**src/rtl/mar_seq.sv**
```systemverilog
// mar_seq : memory address register with load, increment and self-timed
// read bursts toward RAM.
//
// The address is captured from the shared bus, stepped by one on request,
// or swept through a burst of 1..2^LEN_W beats. Each beat is handed to RAM
// with a req/ready handshake. The address wraps modulo DEPTH, and DEPTH does
// not have to be a power of two.
//
// Parameters
//   BUS_W   bus width
//   ADDR_W  address width (ADDR_W <= BUS_W)
//   DEPTH   number of valid locations (2 <= DEPTH <= 2^ADDR_W)
//   LEN_W   width of the burst-length field
//
// Ports
//   i_clk          clock; all state updates on the rising edge
//   i_rst          synchronous reset, active-high
//   i_load         capture i_bus[ADDR_W-1:0] into the address
//   i_inc          advance the address by one
//   i_bus          shared data bus
//   i_burst_start  begin a burst from the current (or just-loaded) address
//   i_burst_len    beats minus one
//   i_mem_ready    RAM accepts the beat presented this cycle
//   o_address      registered address to RAM
//   o_mem_req      beat request, high throughout BURST
//   o_busy         high in BURST and DONE
//   o_burst_done   one-cycle pulse after the final beat
//   o_wrap         one-cycle pulse when the address wraps DEPTH-1 -> 0
//   o_range_err    one-cycle pulse when a load captures a value >= DEPTH
module mar_seq #(
   parameter int BUS_W  = 8,
   parameter int ADDR_W = 4,
   parameter int DEPTH  = 16,
   parameter int LEN_W  = 4
) (
   input  logic              i_clk,
   input  logic              i_rst,
   input  logic              i_load,
   input  logic              i_inc,
   input  logic [BUS_W-1:0]  i_bus,
   input  logic              i_burst_start,
   input  logic [LEN_W-1:0]  i_burst_len,
   input  logic              i_mem_ready,
   output logic [ADDR_W-1:0] o_address,
   output logic              o_mem_req,
   output logic              o_busy,
   output logic              o_burst_done,
   output logic              o_wrap,
   output logic              o_range_err
);

   typedef enum logic [1:0] {
      S_IDLE  = 2'd0,
      S_BURST = 2'd1,
      S_DONE  = 2'd2
   } state_t;

   // The last valid location, held at ADDR_W+1 bits so that
   // DEPTH = 2^ADDR_W compares cleanly.
   localparam logic [ADDR_W:0] DEPTH_M1 = (ADDR_W+1)'(DEPTH - 1);

   state_t              r_state;
   state_t              w_state_nxt;
   logic [LEN_W-1:0]    r_cnt;
   logic [LEN_W-1:0]    w_cnt_nxt;
   logic [ADDR_W-1:0]   r_addr;
   logic [ADDR_W-1:0]   w_addr_nxt;
   logic                w_wrap_nxt;
   logic                w_rerr_nxt;
   logic                r_mem_req;
   logic                r_busy;
   logic                r_burst_done;
   logic                r_wrap;
   logic                r_range_err;

   // Increment and load candidates.
   logic [ADDR_W:0]     w_inc_full;
   logic                w_at_last;
   logic [ADDR_W-1:0]   w_inc_addr;
   logic [ADDR_W-1:0]   w_bus_addr;
   logic                w_bus_oor;
   logic [ADDR_W-1:0]   w_load_addr;

   // Only the low ADDR_W bus bits carry an address. The rest of the bus is
   // folded into a deliberately unused net.
   logic                w_unused_bus;
   assign w_unused_bus = ^i_bus;

   // Successor address, worked out at ADDR_W+1 bits. The compare against
   // DEPTH-1 replaces a modulo operation.
   assign w_inc_full = {1'b0, r_addr} + {{ADDR_W{1'b0}}, 1'b1};
   assign w_at_last  = ({1'b0, r_addr} == DEPTH_M1);
   assign w_inc_addr = w_at_last ? {ADDR_W{1'b0}} : w_inc_full[ADDR_W-1:0];

   // A loaded value at or beyond DEPTH is clamped to location 0.
   assign w_bus_addr  = i_bus[ADDR_W-1:0];
   assign w_bus_oor   = ({1'b0, w_bus_addr} > DEPTH_M1);
   assign w_load_addr = w_bus_oor ? {ADDR_W{1'b0}} : w_bus_addr;

   // Next-state, next-address and event-pulse decode.
   always_comb begin
      w_state_nxt = r_state;
      w_cnt_nxt   = r_cnt;
      w_addr_nxt  = r_addr;
      w_wrap_nxt  = 1'b0;
      w_rerr_nxt  = 1'b0;
      case (r_state)
         S_IDLE: begin
            if (i_burst_start) begin
               // A simultaneous load sets where the burst starts. inc is dropped.
               if (i_load) begin
                  w_addr_nxt = w_load_addr;
                  w_rerr_nxt = w_bus_oor;
               end else begin
                  w_addr_nxt = r_addr;
               end
               w_cnt_nxt   = i_burst_len;
               w_state_nxt = S_BURST;
            end else if (i_load) begin
               w_addr_nxt = w_load_addr;
               w_rerr_nxt = w_bus_oor;
            end else if (i_inc) begin
               w_addr_nxt = w_inc_addr;
               w_wrap_nxt = w_at_last;
            end else begin
               w_addr_nxt = r_addr;
            end
         end
         S_BURST: begin
            // mem_req is high for the whole of BURST, so ready alone accepts a beat.
            if (i_mem_ready) begin
               if (r_cnt != {LEN_W{1'b0}}) begin
                  w_cnt_nxt  = r_cnt - LEN_W'(1);
                  w_addr_nxt = w_inc_addr;
                  w_wrap_nxt = w_at_last;
               end else begin
                  // Final beat: the address stays on it.
                  w_state_nxt = S_DONE;
               end
            end else begin
               w_state_nxt = S_BURST;
            end
         end
         S_DONE: begin
            w_state_nxt = S_IDLE;
         end
         default: begin
            w_state_nxt = S_IDLE;
         end
      endcase
   end

   // State, counter, address and registered outputs. Each output flag is
   // decoded from the next state, so it changes on the same edge as the state.
   always_ff @(posedge i_clk) begin
      if (i_rst) begin
         r_state      <= S_IDLE;
         r_cnt        <= {LEN_W{1'b0}};
         r_addr       <= {ADDR_W{1'b0}};
         r_mem_req    <= 1'b0;
         r_busy       <= 1'b0;
         r_burst_done <= 1'b0;
         r_wrap       <= 1'b0;
         r_range_err  <= 1'b0;
      end else begin
         r_state      <= w_state_nxt;
         r_cnt        <= w_cnt_nxt;
         r_addr       <= w_addr_nxt;
         r_mem_req    <= (w_state_nxt == S_BURST);
         r_busy       <= (w_state_nxt != S_IDLE);
         r_burst_done <= (w_state_nxt == S_DONE);
         r_wrap       <= w_wrap_nxt;
         r_range_err  <= w_rerr_nxt;
      end
   end

   assign o_address    = r_addr;
   assign o_mem_req    = r_mem_req;
   assign o_busy       = r_busy;
   assign o_burst_done = r_burst_done;
   assign o_wrap       = r_wrap;
   assign o_range_err  = r_range_err;

endmodule

```
**config.mk**
```make
export PLATFORM = sky130hd
export DESIGN_NAME = mar_seq
export DESIGN_NICKNAME = d
export VERILOG_FILES = /design/src/rtl/mar_seq.sv
export SDC_FILE = /design/constraint.sdc
export NUM_CORES = 1
export LEC_CHECK = 0
export CAP_MARGIN = 20
export CORE_AREA = 2 2 44 46
export DETAILED_ROUTE_END_ITERATION = 16
export DIE_AREA = 0 0 46 48
export GPL_ROUTABILITY_DRIVEN = 0
export PLACE_DENSITY = 0.84
export SYNTH_ARGS = -nofsm -noshare
export SYNTH_HDL_FRONTEND = slang
export SYNTH_SLANG_ARGS = --single-unit
```
**constraint.sdc**
```tcl
create_clock -name i_clk -period 2.45 [get_ports i_clk]
set_input_delay 0.49 -clock i_clk [delete_from_list [all_inputs] [get_ports i_clk]]
set_output_delay 0.49 -clock i_clk [all_outputs]
set_load 0.01 [all_outputs]
```
Yosys cells after proc, flatten, opt, wreduce, memory -nomap -nowiden
Cells that the tools add are included.
W data, S select, Z words.
- output and inout bits: 9
- input port bits: 18
- register bits after elaboration: 14
- word-level logic and storage cells: 46
- $add $sub $neg: 2
- equality and inequality tests: 9
- reductions and logical operators: 6
- muxes and demuxes: 22
- operators with widths (kind ; number):
    $mux W4 ; 10
    $pmux W4 S2 ; 2
    $mux W2 ; 3
    $ne A2 B2 Y1 const B ; 3
    $ne A3 B3 Y1 const B ; 2
    $mux W1 ; 5
    $reduce_and A5 Y1 ; 1
    $add A4 B1 Y4 const B ; 1
    $eq A2 B1 Y1 const B ; 2
    $eq A4 B4 Y1 const B ; 1
    $pmux W2 S2 ; 1
    $reduce_and A4 Y1 ; 1
    $reduce_bool A2 Y1 ; 2
    $reduce_bool A4 Y1 ; 1
    $sub A4 B1 Y4 const B ; 1
    $eq A2 B2 Y1 const B ; 1
    $logic_not A2 Y1 ; 1
    $pmux W1 S2 ; 1

Depth between registers and ports, before layout
- depth after elaboration: 6
- gate-level depth with buffers: 6
- gate-level depth less buffers: 6

Worst setup path after synthesis
OpenSTA, ideal clock, no wires.
- path type: register to register
- start point: register r_cnt[0]
- end point: register r_cnt[0]
- setup slack: 0.873 ns
- arrival time: 1.440 ns
- period minus slack after synthesis: 1.577 ns
- path buffers: 0
- library setup time: 0.137 ns
- data required time: 2.313 ns
- stages on the path, launching flop included: 7
- path through: dfxtp_1 > inv_1 > ha_1 > or3b_4 > a32o_2 > o21ai_0 > a221oi_2
- cells in the longest elaborated chain, start to end: 4
- elaborated cells between the ends (all ways): 7
- those cells by class: add/sub (1); eq/ne (1); mux (3); reduce/logical (2)
- ends and longest elaborated chain (what ; RTL line ; RTL):
    from (decl) ; 64 ; logic [LEN_W-1:0] r_cnt;
    from (signal assigned) ; 158 ; r_cnt <= {LEN_W{1'b0}};
    from (signal assigned) ; 167 ; r_cnt <= w_cnt_nxt;
    $sub A4 B1 Y4 ; 133 ; w_cnt_nxt = r_cnt - LEN_W'(1);
    $mux W4 ; 132 ; if (r_cnt != {LEN_W{1'b0}}) begin
    $mux W4 ; 131 ; if (i_mem_ready) begin
    $pmux W4 S2 ; 107 ; case (r_state)
Parallel ways exist; a longest one is shown, timed or not. The select of a mux whose other input is x is not followed.
A chain may end at the register's enable or synchronous reset.

Worst setup path in the final report
- start point: input i_mem_ready
- end point: register r_addr[1] (netlist: o_address[1])
- cells in the longest elaborated chain, start to end: 2
- ends and longest elaborated chain (what ; RTL line ; RTL):
    from (decl) ; 43 ; input logic i_mem_ready,
    $ne A2 B2 Y1 (no source line) ; n/a ;
    $reduce_and A5 Y1 (no source line) ; n/a ;
    to (signal assigned) ; 159 ; r_addr <= {ADDR_W{1'b0}};
    to (signal assigned) ; 168 ; r_addr <= w_addr_nxt;
    to (decl) ; 66 ; logic [ADDR_W-1:0] r_addr;
Every way passes these cells.

==> reports/summary.md <==
The initial antenna violation count was 0. The first detailed-routing pass took 4 iterations. The run gives 0.29 ns as the insertion delay of the later-clocked pin in the worst-skew pair. Setup repair after global routing left no endpoint under its margin. The number of inserted diodes came out at 0. Cells with a size suffix above 1 make up 7.14% of the layout. The post-detailed-placement half-perimeter wirelength was 1.40 mm.

TritonCTS built the clock tree. Data arrives at the worst endpoint at 2.07 ns. The via count of the first global-routing pass was 698; the sum of overflow across all layers after global routing was 0. The chip height is 48 um, and the power density over cell area is 648 nW/um2. The final layout contains 133 nets. The total number of H-tree levels was 1; the peak supply drop was 0.000376 V.

Yosys mapped a number of flops with a built-in enable equal to 0. For this design, the CTS-stage hold fixing added 0 buffers. The run gives 1690 um2 as the placeable core area. The summed negative setup slack over all endpoints is 0 ns, and the final hold violation count is 0. The worst-case clock skew came out at 0.00402 ns. After layout, the minimum clock period comes to 1.87 ns. Total global routing track utilization: 20.0%. Clock-pin slew was measured on the worst setup and hold paths at 0.09 ns. The floorplan step defined a die boundary enclosing 2210 um2.

The path depth of the worst reg2reg path came out at 6. Once placement finished, the instance area stood at 962 um2. CTS saw 14 sinks. The post-detailed-route wirelength per cell works out to 14.9 um. Data on the critical path is required at its endpoint by 2.65 ns. The headroom to the max-slew limit was 57.4%. After synthesis the netlist holds a flip-flop and latch count of 14. Highest clock frequency the design can meet: 0.536 GHz. The tools report the clock tree root buffer cell as clkbuf_4. Nature of the critical path startpoint: an input pin. The number of setup buffers added after CTS is 0.

In this run the critical register-to-register path is captured at o_address[1]. The share of the synthesized area in the top cell type came out at 37.3%. During I/O placement, the number of pins put on the boundary was 27.

The first global-routing pass estimated 3.03 mm of wire. The period utilization is 76.2%, and the worst-margin pin slew is 0.635 ns. The clock passes through at most 2 buffers. In the post-synthesis netlist, the biggest area contributors are dfxtp_1, a21oi_1, nor3_1. The final design area excluding fillers was 998 um2. The cell count after synthesis came out at 91. Counting the fill cells in the layout gives 145. Using the TritonRoute via totals, the vias-per-cell ratio works out to 6.02. The logs give 0 for the DRC violation count after routing and 3 for the number of CTS-inserted buffers. Max-cap violations in this run came to 0. The multi-input combinational cells in the finished layout cover a total of 435 um2. The tools report the via count of the routed design as 777.

The tightest min-delay check is of the reg -> reg type. The most used flip-flop cell after synthesis is dfxtp_1. By startpoint and endpoint, the worst setup path is classified as in -> reg. In the synthesized netlist the async set-or-reset flop fraction comes to 0%. The die boundary width was 46 um; the pin count of the biggest net entering global routing was 17. Highest net fanout along the worst path: 5. The worst setup path is captured at a flop. The number of slew-limit violations in the final report came out at 0. The run finished with clean final reports.

The number of nets handed over by synthesis was 111. During synthesis, Yosys emitted a total of 0 warnings. The number of cell rows came out at 15.

For hold timing, the worst endpoint is o_address[2]. Top cell type by total area after synthesis: dfxtp_1. The origin of the worst min-delay path was o_address[2]. The startpoint of the lowest-slack register-to-register path was r_cnt[0]. Along the worst hold path, the cell count comes to 2. From synthesis to final layout, the design area changed by 33.0%. The tools report the area of all sequential standard cells as 280 um2. The number of distinct standard cells referenced by the synthesized netlist is 33, and the quantity of I/O buffers inserted on ports is 21. The average instance in the mapped netlist occupies 8.25 um2. The synthesized netlist occupies a cell area of 751 um2. For flop-to-flop paths, the worst setup slack is 0.59 ns. By count the netlist is led by dfxtp_1, a21oi_1, nor3_1. Initial cell density of the core: 44.4%.

The final setup violation count was 0; the number of nets with antenna violations after routing was 0. The sequential share of the synthesized area is 37.3%. The overall power of the completed layout came out at 0.647 mW.

The tools report the detailed-route wire length as 1.92 mm. Among all cell types in the netlist, the one instantiated most often is dfxtp_1. The run gives 0.376 nW as the static power due to leakage. The run gives 0 as the number of gates resized after CTS.

The first routing iteration left 25 violations.
-- power breakdown --
group | internal [mW] | leakage, nW | switching, mW | total, mW
combinational | 0.101 | 0.239 | 0.0998 | 0.201
sequential | 0.251 | 0.115 | 0.0244 | 0.276
clock | 0.0906 | 0.0210 | 0.0799 | 0.170
total | 0.443 | 0.376 | 0.204 | 0.647
-- registers in the layout, summed over array words and instances, names as in the netlist --
register	cells
o_wrap	1
r_cnt	4
r_state	2
o_burst_done	1
o_busy	1
o_mem_req	1
o_address	4
-- cells by family after synthesis --
logic type,Yosys count,share of synthesized area [%]
AO/OA/AOI/OAI,32,29.0
adder cells (fa/ha/maj),2,3.33
XOR/XNOR,1,1.17
buffers and inverters,8,4.67
flip-flops,14,37.3
AND/OR/NAND/NOR,33,24.0
other,1,0.500
-- per-stage QoR --
stage               instances  hold slack, ns  worst slack (ns)  util (%)
finish                    129           0.519             0.583      59.1
global route              129           0.552             0.515      59.1
CTS                       129           0.523             0.644      59.1
detailed placement        125           0.511             0.389      57.0
floorplan                  91           0.481             0.873         -
global placement          125           0.491             0.411      57.0
-- cell type report --
type | count | share of cell area (%)
clock buffer | 4 | 3.63
inverter | 4 | 1.50
multi-input combinational | 69 | 43.6
sequential | 14 | 28.1
tap | 17 | 2.13
timing repair buffer | 21 | 21.1
-- metal layers --
metal | global-route usage (%) | wire (um) | vias up
li1 | - | - | 378
met1 | 23.0 | 820 | 358
met2 | 30.6 | 900 | 35
met3 | 6.79 | 132 | 6
met4 | 15.4 | 63 | 0
met5 | 0 | 0 | -
-- placed cells by master, fill, tap and decap left out, types with 3 or more instances in the layout --
cell type / instances
nand2_1: 5
nor3_1: 7
clkbuf_4: 3
nor3b_1: 3
nor2_1: 6
a21oi_1: 10
dfxtp_1: 14
o21a_1: 3
o21ai_0: 5
nand3_1: 3
clkdlybuf4s50_1: 21
a32oi_1: 3
inv_1: 4
-- worst max-delay path by stage --
stage                   endpoint  cells past startpoint   startpoint  slack (ns)
floorplan               r_cnt[0]                      6     r_cnt[0]        0.87
global placement    o_address[1]                      5  i_mem_ready        0.41
detailed placement  o_address[1]                      5  i_mem_ready        0.39
CTS                 o_address[1]                      6     r_cnt[0]        0.64
global route        o_address[1]                      6     r_cnt[0]        0.51
finish              o_address[1]                      5  i_mem_ready        0.58
-- critical path, cell delays in order --
cell,delay [ns]
clkdlybuf4s50_1,0.55
nand2_1,0.11
nor3_1,0.51
nor3_1,0.15
a311oi_1,0.26
No activity file was read; power rests on OpenSTA's default activity.
